**src/rtl/mmio_bus_fabric_if.sv**
```systemverilog
// mmio_bus_fabric_if: native valid/ready bus bundle between the cpu side, the fabric and N slaves
//   master modport: cpu/environment view (drives requests, slave responses)
//   slave  modport: fabric view (consumes requests, drives slave requests and the cpu response)
interface mmio_bus_fabric_if #(parameter int N_SLAVES = 4);
  logic                    m_valid;
  logic                    m_ready;
  logic [31:0]             m_addr;
  logic [31:0]             m_wdata;
  logic [3:0]              m_wstrb;
  logic [31:0]             m_rdata;
  logic [N_SLAVES-1:0]     s_valid;
  logic [N_SLAVES-1:0]     s_ready;
  logic [31:0]             s_addr;
  logic [31:0]             s_wdata;
  logic [4*N_SLAVES-1:0]   s_wstrb;
  logic [32*N_SLAVES-1:0]  s_rdata;
  modport master (
    output m_valid, m_addr, m_wdata, m_wstrb, s_ready, s_rdata,
    input  m_ready, m_rdata, s_valid, s_addr, s_wdata, s_wstrb
  );
  modport slave (
    input  m_valid, m_addr, m_wdata, m_wstrb, s_ready, s_rdata,
    output m_ready, m_rdata, s_valid, s_addr, s_wdata, s_wstrb
  );
endinterface

```
**src/rtl/mmio_bus_fabric.sv**
```systemverilog
// mmio_bus_fabric: registered valid/ready interconnect from the picorv32 bus to N decoded slaves
//   clk, resetn : clock, synchronous active-low reset
//   bus         : mmio_bus_fabric_if.slave (m_* from cpu, s_* to slaves)
//   irq_err     : bus-error interrupt, live only when BUS_ERR_IRQ_EN is defined
module mmio_bus_fabric #(
  parameter int                     N_SLAVES  = 4,
  parameter logic [32*N_SLAVES-1:0] SLV_BASE  = {N_SLAVES{32'h0}},
  parameter logic [32*N_SLAVES-1:0] SLV_MASK  = {N_SLAVES{32'hFFFF_C000}},
  parameter int                     TIMEOUT   = 255,
  parameter logic [31:0]            STAT_ADDR = 32'h03FF_FF00
) (
  input  logic                clk,
  input  logic                resetn,
  mmio_bus_fabric_if.slave    bus,
  output logic                irq_err
);
  typedef enum logic [1:0] {IDLE, ACTIVE, RESP} state_t;
  state_t                  r_state;
  logic                    r_m_ready;
  logic [31:0]             r_m_rdata;
  logic [31:0]             r_s_addr;
  logic [31:0]             r_s_wdata;
  logic [N_SLAVES-1:0]     r_s_valid;
  logic [4*N_SLAVES-1:0]   r_s_wstrb;
  logic [3:0]              r_sel;
  logic [16:0]             r_cnt;
  logic                    r_dec_err;
  logic                    r_to_err;
  logic [3:0]              r_to_idx;
  logic [31:0]             r_err_addr;
  logic                    w_hit;
  logic [3:0]              w_sel;
  logic [N_SLAVES-1:0]     w_onehot;
  logic [4*N_SLAVES-1:0]   w_strb;
  logic [31:0]             w_rdata;
  logic                    w_rdy;
  logic                    w_stat0;
  logic                    w_stat1;
  logic [31:0]             w_status;
  logic [16:0]             w_cnt_nxt;
  // descending scan so the lowest matching index wins
  always_comb begin
    w_hit    = 1'b0;
    w_sel    = '0;
    w_onehot = '0;
    w_strb   = '0;
    for (int i = N_SLAVES - 1; i >= 0; i--)
      if ((bus.m_addr & SLV_MASK[32*i +: 32]) == (SLV_BASE[32*i +: 32] & SLV_MASK[32*i +: 32])) begin
        w_hit            = 1'b1;
        w_sel            = 4'(i);
        w_onehot         = '0;
        w_onehot[i]      = 1'b1;
        w_strb           = '0;
        w_strb[4*i +: 4] = bus.m_wstrb;
      end
  end
  // r_s_valid is one-hot on the selected slave, so it doubles as the response mux select
  always_comb begin
    w_rdata = '0;
    for (int i = 0; i < N_SLAVES; i++)
      if (r_s_valid[i]) w_rdata = bus.s_rdata[32*i +: 32];
  end
  assign w_rdy     = |(bus.s_ready & r_s_valid);
  assign w_stat0   = bus.m_addr[31:2] == STAT_ADDR[31:2];
  assign w_stat1   = bus.m_addr[31:2] == STAT_ADDR[31:2] + 30'd1;
  assign w_status  = {20'd0, r_to_idx, 6'd0, r_to_err, r_dec_err};
  assign w_cnt_nxt = r_cnt + 17'd1;
  always_ff @(posedge clk) begin
    if (!resetn) begin
      r_state    <= IDLE;
      r_m_ready  <= 1'b0;
      r_m_rdata  <= '0;
      r_s_addr   <= '0;
      r_s_wdata  <= '0;
      r_s_valid  <= '0;
      r_s_wstrb  <= '0;
      r_sel      <= '0;
      r_cnt      <= '0;
      r_dec_err  <= 1'b0;
      r_to_err   <= 1'b0;
      r_to_idx   <= '0;
      r_err_addr <= '0;
    end else begin
      r_m_ready <= 1'b0;
      case (r_state)
        IDLE:
          // a request still held during the m_ready cycle is the one just answered
          if (bus.m_valid && !r_m_ready) begin
            r_s_addr  <= bus.m_addr;
            r_s_wdata <= bus.m_wdata;
            r_cnt     <= '0;
            if (w_stat0 || w_stat1) begin
              r_m_rdata <= w_stat0 ? w_status : r_err_addr;
              if (w_stat0 && |bus.m_wstrb) begin
                r_dec_err  <= 1'b0;
                r_to_err   <= 1'b0;
                r_to_idx   <= '0;
                r_err_addr <= '0;
              end
              r_state <= RESP;
            end else if (w_hit) begin
              r_s_valid <= w_onehot;
              r_s_wstrb <= w_strb;
              r_sel     <= w_sel;
              r_state   <= ACTIVE;
            end else begin
              r_m_rdata <= '0;
              r_dec_err <= 1'b1;
              if (!r_dec_err && !r_to_err) r_err_addr <= bus.m_addr;
              r_state <= RESP;
            end
          end
        ACTIVE: begin
          r_cnt <= w_cnt_nxt;
          // ready on the final counted cycle still completes normally
          if (w_rdy || w_cnt_nxt == 17'(TIMEOUT)) begin
            r_m_rdata <= w_rdy ? w_rdata : '0;
            r_s_valid <= '0;
            r_s_wstrb <= '0;
            r_state   <= RESP;
            if (!w_rdy) begin
              r_to_err <= 1'b1;
              r_to_idx <= r_sel;
              if (!r_dec_err && !r_to_err) r_err_addr <= r_s_addr;
            end
          end
        end
        RESP: begin
          r_m_ready <= 1'b1;
          r_state   <= IDLE;
        end
        default: r_state <= IDLE;
      endcase
    end
  end
  assign bus.m_ready = r_m_ready;
  assign bus.m_rdata = r_m_rdata;
  assign bus.s_valid = r_s_valid;
  assign bus.s_addr  = r_s_addr;
  assign bus.s_wdata = r_s_wdata;
  assign bus.s_wstrb = r_s_wstrb;
`ifdef BUS_ERR_IRQ_EN
  logic r_irq;
  always_ff @(posedge clk)
    r_irq <= resetn ? (r_dec_err | r_to_err) : 1'b0;
  assign irq_err = r_irq;
`else
  assign irq_err = 1'b0;
`endif
endmodule
```
**src/flat_wrapper.sv**
```systemverilog
// flat-port wrapper written by rule: the top's interface ports become plain ports
module mmio_bus_fabric_flat 
#(
  parameter int                     N_SLAVES  = 4,
  parameter logic [32*N_SLAVES-1:0] SLV_BASE  = {N_SLAVES{32'h0}},
  parameter logic [32*N_SLAVES-1:0] SLV_MASK  = {N_SLAVES{32'hFFFF_C000}},
  parameter int                     TIMEOUT   = 255,
  parameter logic [31:0]            STAT_ADDR = 32'h03FF_FF00
)
  (clk, resetn, irq_err, bus_m_valid, bus_m_addr, bus_m_wdata, bus_m_wstrb, bus_s_ready, bus_s_rdata, bus_m_ready, bus_m_rdata, bus_s_valid, bus_s_addr, bus_s_wdata, bus_s_wstrb);
  mmio_bus_fabric_if #(.N_SLAVES(N_SLAVES)) bus_i ();
  input  logic clk;
  input  logic resetn;
  output logic irq_err;
  input wire logic [$bits(bus_i.m_valid)-1:0] bus_m_valid;
  input wire logic [$bits(bus_i.m_addr)-1:0] bus_m_addr;
  input wire logic [$bits(bus_i.m_wdata)-1:0] bus_m_wdata;
  input wire logic [$bits(bus_i.m_wstrb)-1:0] bus_m_wstrb;
  input wire logic [$bits(bus_i.s_ready)-1:0] bus_s_ready;
  input wire logic [$bits(bus_i.s_rdata)-1:0] bus_s_rdata;
  output wire logic [$bits(bus_i.m_ready)-1:0] bus_m_ready;
  output wire logic [$bits(bus_i.m_rdata)-1:0] bus_m_rdata;
  output wire logic [$bits(bus_i.s_valid)-1:0] bus_s_valid;
  output wire logic [$bits(bus_i.s_addr)-1:0] bus_s_addr;
  output wire logic [$bits(bus_i.s_wdata)-1:0] bus_s_wdata;
  output wire logic [$bits(bus_i.s_wstrb)-1:0] bus_s_wstrb;
  assign bus_i.m_valid = bus_m_valid;
  assign bus_i.m_addr = bus_m_addr;
  assign bus_i.m_wdata = bus_m_wdata;
  assign bus_i.m_wstrb = bus_m_wstrb;
  assign bus_i.s_ready = bus_s_ready;
  assign bus_i.s_rdata = bus_s_rdata;
  assign bus_m_ready = bus_i.m_ready;
  assign bus_m_rdata = bus_i.m_rdata;
  assign bus_s_valid = bus_i.s_valid;
  assign bus_s_addr = bus_i.s_addr;
  assign bus_s_wdata = bus_i.s_wdata;
  assign bus_s_wstrb = bus_i.s_wstrb;
  mmio_bus_fabric #(.N_SLAVES(N_SLAVES), .SLV_BASE(SLV_BASE), .SLV_MASK(SLV_MASK), .TIMEOUT(TIMEOUT), .STAT_ADDR(STAT_ADDR)) u_core (.clk(clk), .resetn(resetn), .bus(bus_i), .irq_err(irq_err));
endmodule
```
**config.mk**
```make
export PLATFORM = sky130hd
export DESIGN_NAME = mmio_bus_fabric_flat
export DESIGN_NICKNAME = d
export VERILOG_FILES = /design/src/rtl/mmio_bus_fabric_if.sv /design/src/rtl/mmio_bus_fabric.sv /design/src/flat_wrapper.sv
export SDC_FILE = /design/constraint.sdc
export NUM_CORES = 1
export LEC_CHECK = 0
export BUFFER_PORTS_ARGS = -buffer_cell sky130_fd_sc_hd__buf_2
export CAP_MARGIN = 20
export CORE_AREA = 2 2 126 128
export CTS_CLUSTER_DIAMETER = 30
export CTS_CLUSTER_SIZE = 8
export DETAILED_ROUTE_END_ITERATION = 8
export DIE_AREA = 0 0 128 130
export PLACE_DENSITY = 0.77
export SLEW_MARGIN = 0
export SYNTH_ARGS = -nofsm -noshare
export SYNTH_HDL_FRONTEND = slang
export SYNTH_SLANG_ARGS = --single-unit
```
**constraint.sdc**
```tcl
create_clock -name clk -period 7.05 [get_ports clk]
set_input_delay 1.0575 -clock clk [delete_from_list [all_inputs] [get_ports clk]]
set_output_delay 1.0575 -clock clk [all_outputs]
set_load 0.05 [all_outputs]
```
After elaboration in Yosys (flattened, before gate mapping)

Cells that the tools add are included.

Output and inout bits: 118
RAM bits: 0
Memories kept: 0
Bits of input ports: 203
Latch bits: 0
Memory bits (read-only): 0
Flip-flop bits (word level): 174

Multiplexer cells: 55
Equality and inequality tests: 18
Bitwise operators: 1
Add/subtract/negate cells: 1
Shift-type cells: 0
Div/mod/pow operators: 0
Reductions and logical operators: 21
Multiply operators: 0
Magnitude comparators: 0

Operators with widths:

| cell                  | number |
|---|---|
| $mux 32               | 18 |
| $pmux 32 s2           | 2 |
| $mux 16               | 4 |
| $eq 30x24->1 const B  | 2 |
| $mux 4                | 10 |
| $pmux 17 s2           | 1 |
| $logic_not 32->1      | 1 |
| $pmux 16 s2           | 1 |
| $add 17x1->17 const B | 1 |
| $eq 17x8->1 const B   | 1 |
| $mux 17               | 1 |
| $pmux 4 s2            | 2 |
| $ne 2x1->1 const B    | 6 |
| $mux 1                | 10 |
| $mux 2                | 4 |
| $ne 2x2->1 const B    | 4 |
| $reduce_and 4->1      | 2 |
| $reduce_and 8->1      | 1 |
| $reduce_or 4->1       | 2 |
| $ne 3x3->1 const B    | 2 |
| $reduce_and 2->1      | 3 |
| $reduce_and 6->1      | 1 |
| $reduce_and 5->1      | 1 |
| $and 4x4->4           | 1 |
| other kinds (10)      | 15 |

Logic depth before layout (Yosys ltp)

Gate-level depths: netlist of run 1.

Depth after elaboration: 7
Depth in mapped cells: 11
Gate-level depth less buffers: 8

Least setup slack after synthesis of run 1

OpenSTA, ideal clock, no wires.

Path type: input-to-reg
Start: input bus_m_addr[3]
End: register u_core.r_err_addr[10]
Stages: 9
Setup slack: 4,058 ps
Library setup time: 146 ps
Arrival: 2,846 ps
Required time: 6,904 ps
Cells stage by stage: or4b_1 nor4_1 and3_2 a21oi_1 nor3_2 and3_1 buf_6 buf_6 a211oi_2

Word-level cells in the longest chain between the ends: 5
Elaborated cells on any way between the ends: 11

Ends and longest elaborated chain:

| what                                   | line                                         | text |
|---|---|---|
| start, declared                        | flat_wrapper.sv:16                           | `input wire logic [$bits(bus_i.m_addr)-1:0] bus_m_addr;` |
| $eq 30x24->1, on equally long branches | mmio_bus_fabric.sv:64, mmio_bus_fabric.sv:65 |  |
| $logic_or 1x1->1                       | mmio_bus_fabric.sv:92                        | `if (w_stat0 \|\| w_stat1) begin` |
| $mux 32                                | mmio_bus_fabric.sv:92                        |  |
| $mux 32                                | mmio_bus_fabric.sv:88                        | `if (bus.m_valid && !r_m_ready) begin` |
| $pmux 32 s2                            | mmio_bus_fabric.sv:85                        | `case (r_state)` |
| end signal, assigned                   | mmio_bus_fabric.sv:109                       | `if (!r_dec_err && !r_to_err) r_err_addr <= bus.m_addr;` |
| end signal, assigned                   | mmio_bus_fabric.sv:124                       | `if (!r_dec_err && !r_to_err) r_err_addr <= r_s_addr;` |
| end, declared                          | mmio_bus_fabric.sv:30                        | `logic [31:0] r_err_addr;` |

Several ways; a longest one is shown, not always the timed one. The select of a mux whose other input is x is not followed.
A chain may end at the register's enable or synchronous reset.

Worst setup path in the final report of run 1

Start: input bus_m_addr[3]
End: register u_core.r_err_addr[28]

Same word-level chain as after synthesis.

==> out/metrics.cfg, run 1 <==
[yosys]
yosysWarningCount=0
synth.area.top_cells=dfxtp_1 43%, a21oi_1 9.5%, nand2_1 7.7%
synth_cells=850
yosysSeqAreaShare=0.4319
synth-edff-count=0
avgSynthCellArea_sq_um=8.452
synthFlopType=dfxtp_1
netlist_area_sq_mm=0.007184
yosysTopAreaCellShare=0.4319
ys_ff_latch=155
synthArstFlopShare=0
yosys.area.top_type=dfxtp_1
synthDistinctLibCells=52

[cells_and_area]
mostFrequentLayoutCells=205 x buf_2, 155 x dfxtp_1, 147 x nand2_1, 137 x a21oi_1, 39 x a31oi_1
design_area_sq_mm=0.008705
layout.cells.most_common=buf_2
fin_util=0.5643
drive_gt1_frac=0.2901
nNetsFinal=1202
syn_to_final_growth_pct=21.16

[timing]
worst_pin_slew_ns=1.033
timing.hold.ws_ns=0.4512
hold_viol_final=0
fin_crit_sh=0.5507
rsz0062_at_grt=no
relSlewSlack=0.3111
max_freq_mhz=257.6
period_needed_ns=3.883
setup_viol=0
tns_ns=0
slew_violations=0
skew_ns=0.01047
setup_slack_ns=3.167

[cts]
cts_sinks=155
cts_made_buffers=17
h-tree-depth=4
clockRootBuffer=clkbuf_16
cts_resized=0
holdBufCountCts=0
cts_setup_buffers=0
clkSlewWorstSetupHoldPaths_ns=0.06
cts_max_path_buffers=2
insertion_delay_ns=0.43
cts_tree=built

[floorplanning]
core_sq_mm=0.01542
die_area_sq_mm=0.01664
ioPinCount=321
fp.dieW_microns=128
fp-row-count=46
die_y_microns=130
initial_utilization=0.4658

[global_route]
grt_overflow=0
grt_pass1_vias=6235
grt_max_degree=98
grt_pass1_wl_mm=32.20
grt_use_total=0.2439
antenna_found_initial=1

[setup_path]
cp_cell_sequence=buf_2 > or4b_1 > nor4_1 > and3_2 > a21oi_1 > nor3_4 > buf_16 > and3_2 > a211oi_2
critPathKind=in2reg
worst_setup_path_end_kind=register
startpoint_type=input port
crit_fanout=32
crit_top_cell=and3_2
worstPathArrival_ns=4.14
cpPeakStageDelay_ns=0.80
cpMaxStageDelayCell=and3_2
cp.required_ns=7.31

[placement]
dp_hpwl_mm=13.26
routabilityCongestion=0.8821
post_dp_cell_area_sq_mm=0.008115
port_buffers=205
pre_cts_ws_ns=2.742

[outcome]
outcome=finished, final reports clean

[route]
ant_nets=0
drc=0
vias=6944
viasPerCell=5.767
drtIter0Drc=602
wl_per_cell_microns=17.03
dr.pass1.iters=5
finalWirelength_mm=20.50

[power_and_ir_drop]
ir_worst_vdd_mv=0.1697
leakage_nw=3.526
p_per_area_mw_per_mm2=263.5

[run]
maxCapViolCount=0

[hold_path]
min_path_type=reg2reg

==> critical path, delay by kind of cell <==
kind	cells	cell delay, ns
buf+inv	2	0.33
compound gates	2	0.29
simple gates	5	2.44
==> power by group <==
| group | switching (mW) | leakage [nW] | internal [mW] |
|---|---|---|---|
| Sequential | 0.0352 | 1.27 | 0.933 |
| Clock | 0.364 | 0.284 | 0.555 |
| Combinational | 0.297 | 1.97 | 0.110 |
| Total | 0.696 | 3.53 | 1.60 |
==> metrics by stage <==
step | power (mW) | instances
4_1_cts | 2.305 | 1202
3_5_place_dp | 1.391 | 1170
3_3_place_gp | 1.382 | 1169
2_1_floorplan | 1.286 | 865
6_report | 2.294 | 1204
5_1_grt | 2.378 | 1202
==> per-layer routing <==
layer / global-route usage / share of wire / up-vias
met4: 0.08920 / 0.018 / 2
met1: 0.3268 / 0.45 / 3230
met3: 0.06724 / 0.077 / 26
met2: 0.3791 / 0.46 / 289
li1: - / - / 3397
met5: 0 / 0.00063 / -
==> cell type report <==
type	count	area (sq um)
tap	192	240.2
multi-input combinational	603	3630
fill	1423	6720
antenna	2	5.005
sequential	155	3103
timing repair buffer	215	1121
clock inverter	12	147.6
clock buffer	20	436.7
inverter	5	21.27
==> registers in the layout (all words and copies together) (netlist names), 2 cells and up <==
register	flops
u_core.bus.m_rdata	32
u_core.bus.s_wstrb	4
u_core.r_state	2
u_core.bus.s_wdata	32
u_core.bus.s_addr	32
u_core.r_err_addr	32
u_core.r_cnt	17
==> worst paths after layout <==
path	start	to	slack [ns]	depth (start not counted)
setup / recovery	bus_m_addr[3]	u_core.r_err_addr[28]$_SDFFE_PN0P_	3.17	9
hold / removal	u_core.bus.s_wdata[12]$_SDFFE_PN0P_	u_core.bus.s_wdata[12]$_SDFFE_PN0P_	0.45	2
setup reg to reg	u_core.r_cnt[0]$_SDFFE_PN0P_	u_core.bus.s_wstrb[0]$_SDFFE_PN0P_	3.67	9
hold reg to reg	u_core.bus.s_wdata[12]$_SDFFE_PN0P_	u_core.bus.s_wdata[12]$_SDFFE_PN0P_	0.45	2
==> cell families after synthesis <==
group           Yosys count  share of synthesized area
xor+xnor                  3                   0.003658
other cells               1                  0.0005220
fa+ha+maj                 2                   0.003483
simple gates            258                     0.1717
flops                   155                     0.4319
mux                      15                    0.02125
compound gates          309                     0.2919
buf+inv                 107                    0.07558
==> cell usage after synthesis, types with 7 or more instances <==
| library cell | count |
|---|---|
| o21ai_0 | 17 |
| a211oi_2 | 30 |
| and3_1 | 29 |
| nor2_1 | 27 |
| a31oi_1 | 40 |
| nand3_1 | 7 |
| a21oi_1 | 137 |
| buf_4 | 21 |
| dfxtp_1 | 155 |
| mux2i_1 | 13 |
| nand2_1 | 147 |
| nor4_1 | 7 |
| a22oi_1 | 32 |
| buf_2 | 20 |
| a311oi_1 | 37 |
| clkbuf_1 | 50 |
No activity file was read; power rests on OpenSTA's default activity.
==> run 2: changes to the inputs <==
==> constraint.sdc (replaced) <==
create_clock -name clk -period 4 [get_ports clk]
set_input_delay 0.6 -clock clk [delete_from_list [all_inputs] [get_ports clk]]
set_output_delay 0.6 -clock clk [all_outputs]
set_load 0.05 [all_outputs]
==> out/metrics.cfg, run 2 (same netlist as run 1, synthesis figures left out) <==
[global_route]
antenna_found_initial=1  ; unchanged
grt_pass1_vias=5920  ; was 6235
grt_overflow=0  ; unchanged
grt_use_total=0.2400  ; was 0.2439
grt_pass1_wl_mm=31.71  ; was 32.20 mm
grt_max_degree=98  ; unchanged

[setup_path]
critical_path.n_buffers_inverters=0  ; was 2
startpoint_type=register  ; was input port
cpPeakStageDelay_ns=0.78  ; was 0.80 ns
critPathKind=reg2reg  ; was in2reg
cp_top_family=simple AND/OR/NAND/NOR gates  ; unchanged
crit_fanout=32  ; unchanged
worstPathArrival_ns=3.43  ; was 4.14 ns
worst_setup_path_end_kind=register  ; unchanged
cp_cell_sequence=ha_1 > nand3_2 > mux2i_1 > a31oi_1 > nor4b_2 > a21bo_4 > and3_2 > a211oi_2  ; was buf_2 > or4b_1 > nor4_1 > and3_2 > a21oi_1 > nor3_4 > buf_16 > and3_2 > a211oi_2
cp.required_ns=4.26  ; was 7.31 ns
cpMaxStageDelayCell=and3_2  ; unchanged

[timing]
skew_ns=0.009581  ; was 0.01047 ns
worst_pin_slew_ns=0.9413  ; was 1.033 ns
hold_viol_final=0  ; unchanged
relSlewSlack=0.3725  ; was 0.3111
period_needed_ns=3.167
slew_violations=0  ; unchanged
fin_crit_sh=0.7917
setup_viol=0  ; unchanged
max_freq_mhz=315.8
tns_ns=0  ; unchanged
rsz0062_at_grt=no  ; unchanged

[cells_and_area]
layout.cells.most_common=buf_2  ; unchanged
drive_gt1_frac=0.2911  ; was 0.2901
nNetsFinal=1202  ; unchanged
syn_to_final_growth_pct=22.00  ; was 21.16%
mostFrequentLayoutCells=205 x buf_2, 155 x dfxtp_1, 147 x nand2_1, 137 x a21oi_1, 39 x a31oi_1  ; unchanged
fin_util=0.5682  ; was 0.5643
diodes=0  ; was 2

[placement]
routabilityCongestion=0.8606  ; was 0.8821
port_buffers=205  ; unchanged
dp_hpwl_mm=13.32  ; was 13.26 mm

[floorplanning]
ioPinCount=321  ; unchanged
core_sq_mm=0.01542  ; unchanged
fp-row-count=46  ; unchanged
die_area_sq_mm=0.01664  ; unchanged
initial_utilization=0.4658  ; unchanged
fp.dieW_microns=128  ; unchanged
die_y_microns=130  ; unchanged

[route]
finalWirelength_mm=20.27  ; was 20.50 mm
wl_per_cell_microns=16.86  ; was 17.03 microns
ant_nets=0  ; unchanged
drc=0  ; unchanged
dr.pass1.iters=5  ; unchanged
drtIter0Drc=576  ; was 602
viasPerCell=5.761  ; was 5.767
vias=6925  ; was 6944

[power_and_ir_drop]
p_per_area_mw_per_mm2=476.5  ; was 263.5 mW/mm^2
clockPowerShare=0.421  ; was 0.400
switching_share=0.2937  ; was 0.3034
leakage_nw=3.563  ; was 3.526 nW
power_frac_seq=0.408  ; was 0.422
switchingPower_mw=1.227  ; was 0.6960 mW
comb_power_share=0.171  ; was 0.178
power.internal_mw=2.950  ; was 1.598 mW
power_mw=4.176  ; was 2.294 mW
ir_worst_vdd_mv=0.2965  ; was 0.1697 mV

[cts]
cts_made_buffers=17  ; unchanged
insertion_delay_ns=0.43  ; about the same
clockRootBuffer=clkbuf_16  ; unchanged
cts_resized=0  ; unchanged
clkSlewWorstSetupHoldPaths_ns=0.06  ; about the same
cts_sinks=155  ; unchanged
cts_tree=built  ; unchanged
holdBufCountCts=0  ; unchanged
cts_setup_buffers=0  ; unchanged
h-tree-depth=4  ; unchanged
cts_max_path_buffers=2  ; unchanged

[run]
maxCapViolCount=0  ; unchanged

[hold_path]
min_path_type=in2reg  ; was reg2reg

[outcome]
outcome=finished, final reports clean  ; unchanged

## run 2: final timing paths
kind | slack (ns) | startpoint | depth (start not counted) | to
min | 0.40 | bus_m_wstrb[2] | 2 | u_core.bus.s_wstrb[2]$_SDFFE_PN0P_
max | 0.83 | u_core.r_cnt[0]$_SDFFE_PN0P_ | 8 | u_core.r_err_addr[20]$_SDFFE_PN0P_
max reg2reg | 0.83 | u_core.r_cnt[0]$_SDFFE_PN0P_ | 8 | u_core.r_err_addr[20]$_SDFFE_PN0P_
min reg2reg | 0.45 | u_core.bus.s_wdata[28]$_SDFFE_PN0P_ | 2 | u_core.bus.s_wdata[28]$_SDFFE_PN0P_
## run 2: through the flow
| step | instance area, sq um | hold WS [ns] | instances | setup slack (ns) |
|---|---|---|---|---|
| after CTS | 8765 | 0.3800 | 1202 | 0.8102 |
| after global routing | 8765 | 0.3908 | 1202 | 0.6183 |
| final | 8765 | 0.3960 | 1202 | 0.8332 |
| after floorplan | 7241 | 0.4566 | 865 | 1.466 |
| after global placement | 8120 | 0.4390 | 1170 | 0.6613 |
| after detailed placement | 8120 | 0.4430 | 1170 | 0.6095 |
## run 2: worst reg2reg max path: stages, from the launching register on
cell      delay [ns]
dfxtp_1         0.47
ha_1            0.30
nand3_2         0.22
mux2i_1         0.20
a31oi_1         0.12
nor4b_2         0.50
a21bo_4         0.22
and3_2          0.78
a211oi_2        0.19
## run 2: final cells by class
cell class              instances  area (sq um)
inverters                       5         21.27
flip-flops and latches        155          3103
repair buffers                215          1126
fillers                      1424          6660
clock buffers                  23         488.0
clock inverters                 9         156.4
well taps                     192         240.2
multi-input cells             603          3630
## run 2: per-layer routing
metal,global-route usage,routed length (microns)
met4,0.07046,258
met1,0.3424,9228
met3,0.06560,1680
met5,0,13
met2,0.3564,9087
## run 2: power groups by stage
stage	clock network, mW	registers, mW	logic (mW)
3_3_place_gp	0	1.73	0.704
4_1_cts	1.78	1.70	0.712
6_report	1.76	1.71	0.713
3_5_place_dp	0	1.74	0.708
5_1_grt	1.84	1.72	0.765
2_1_floorplan	0	1.95	0.316
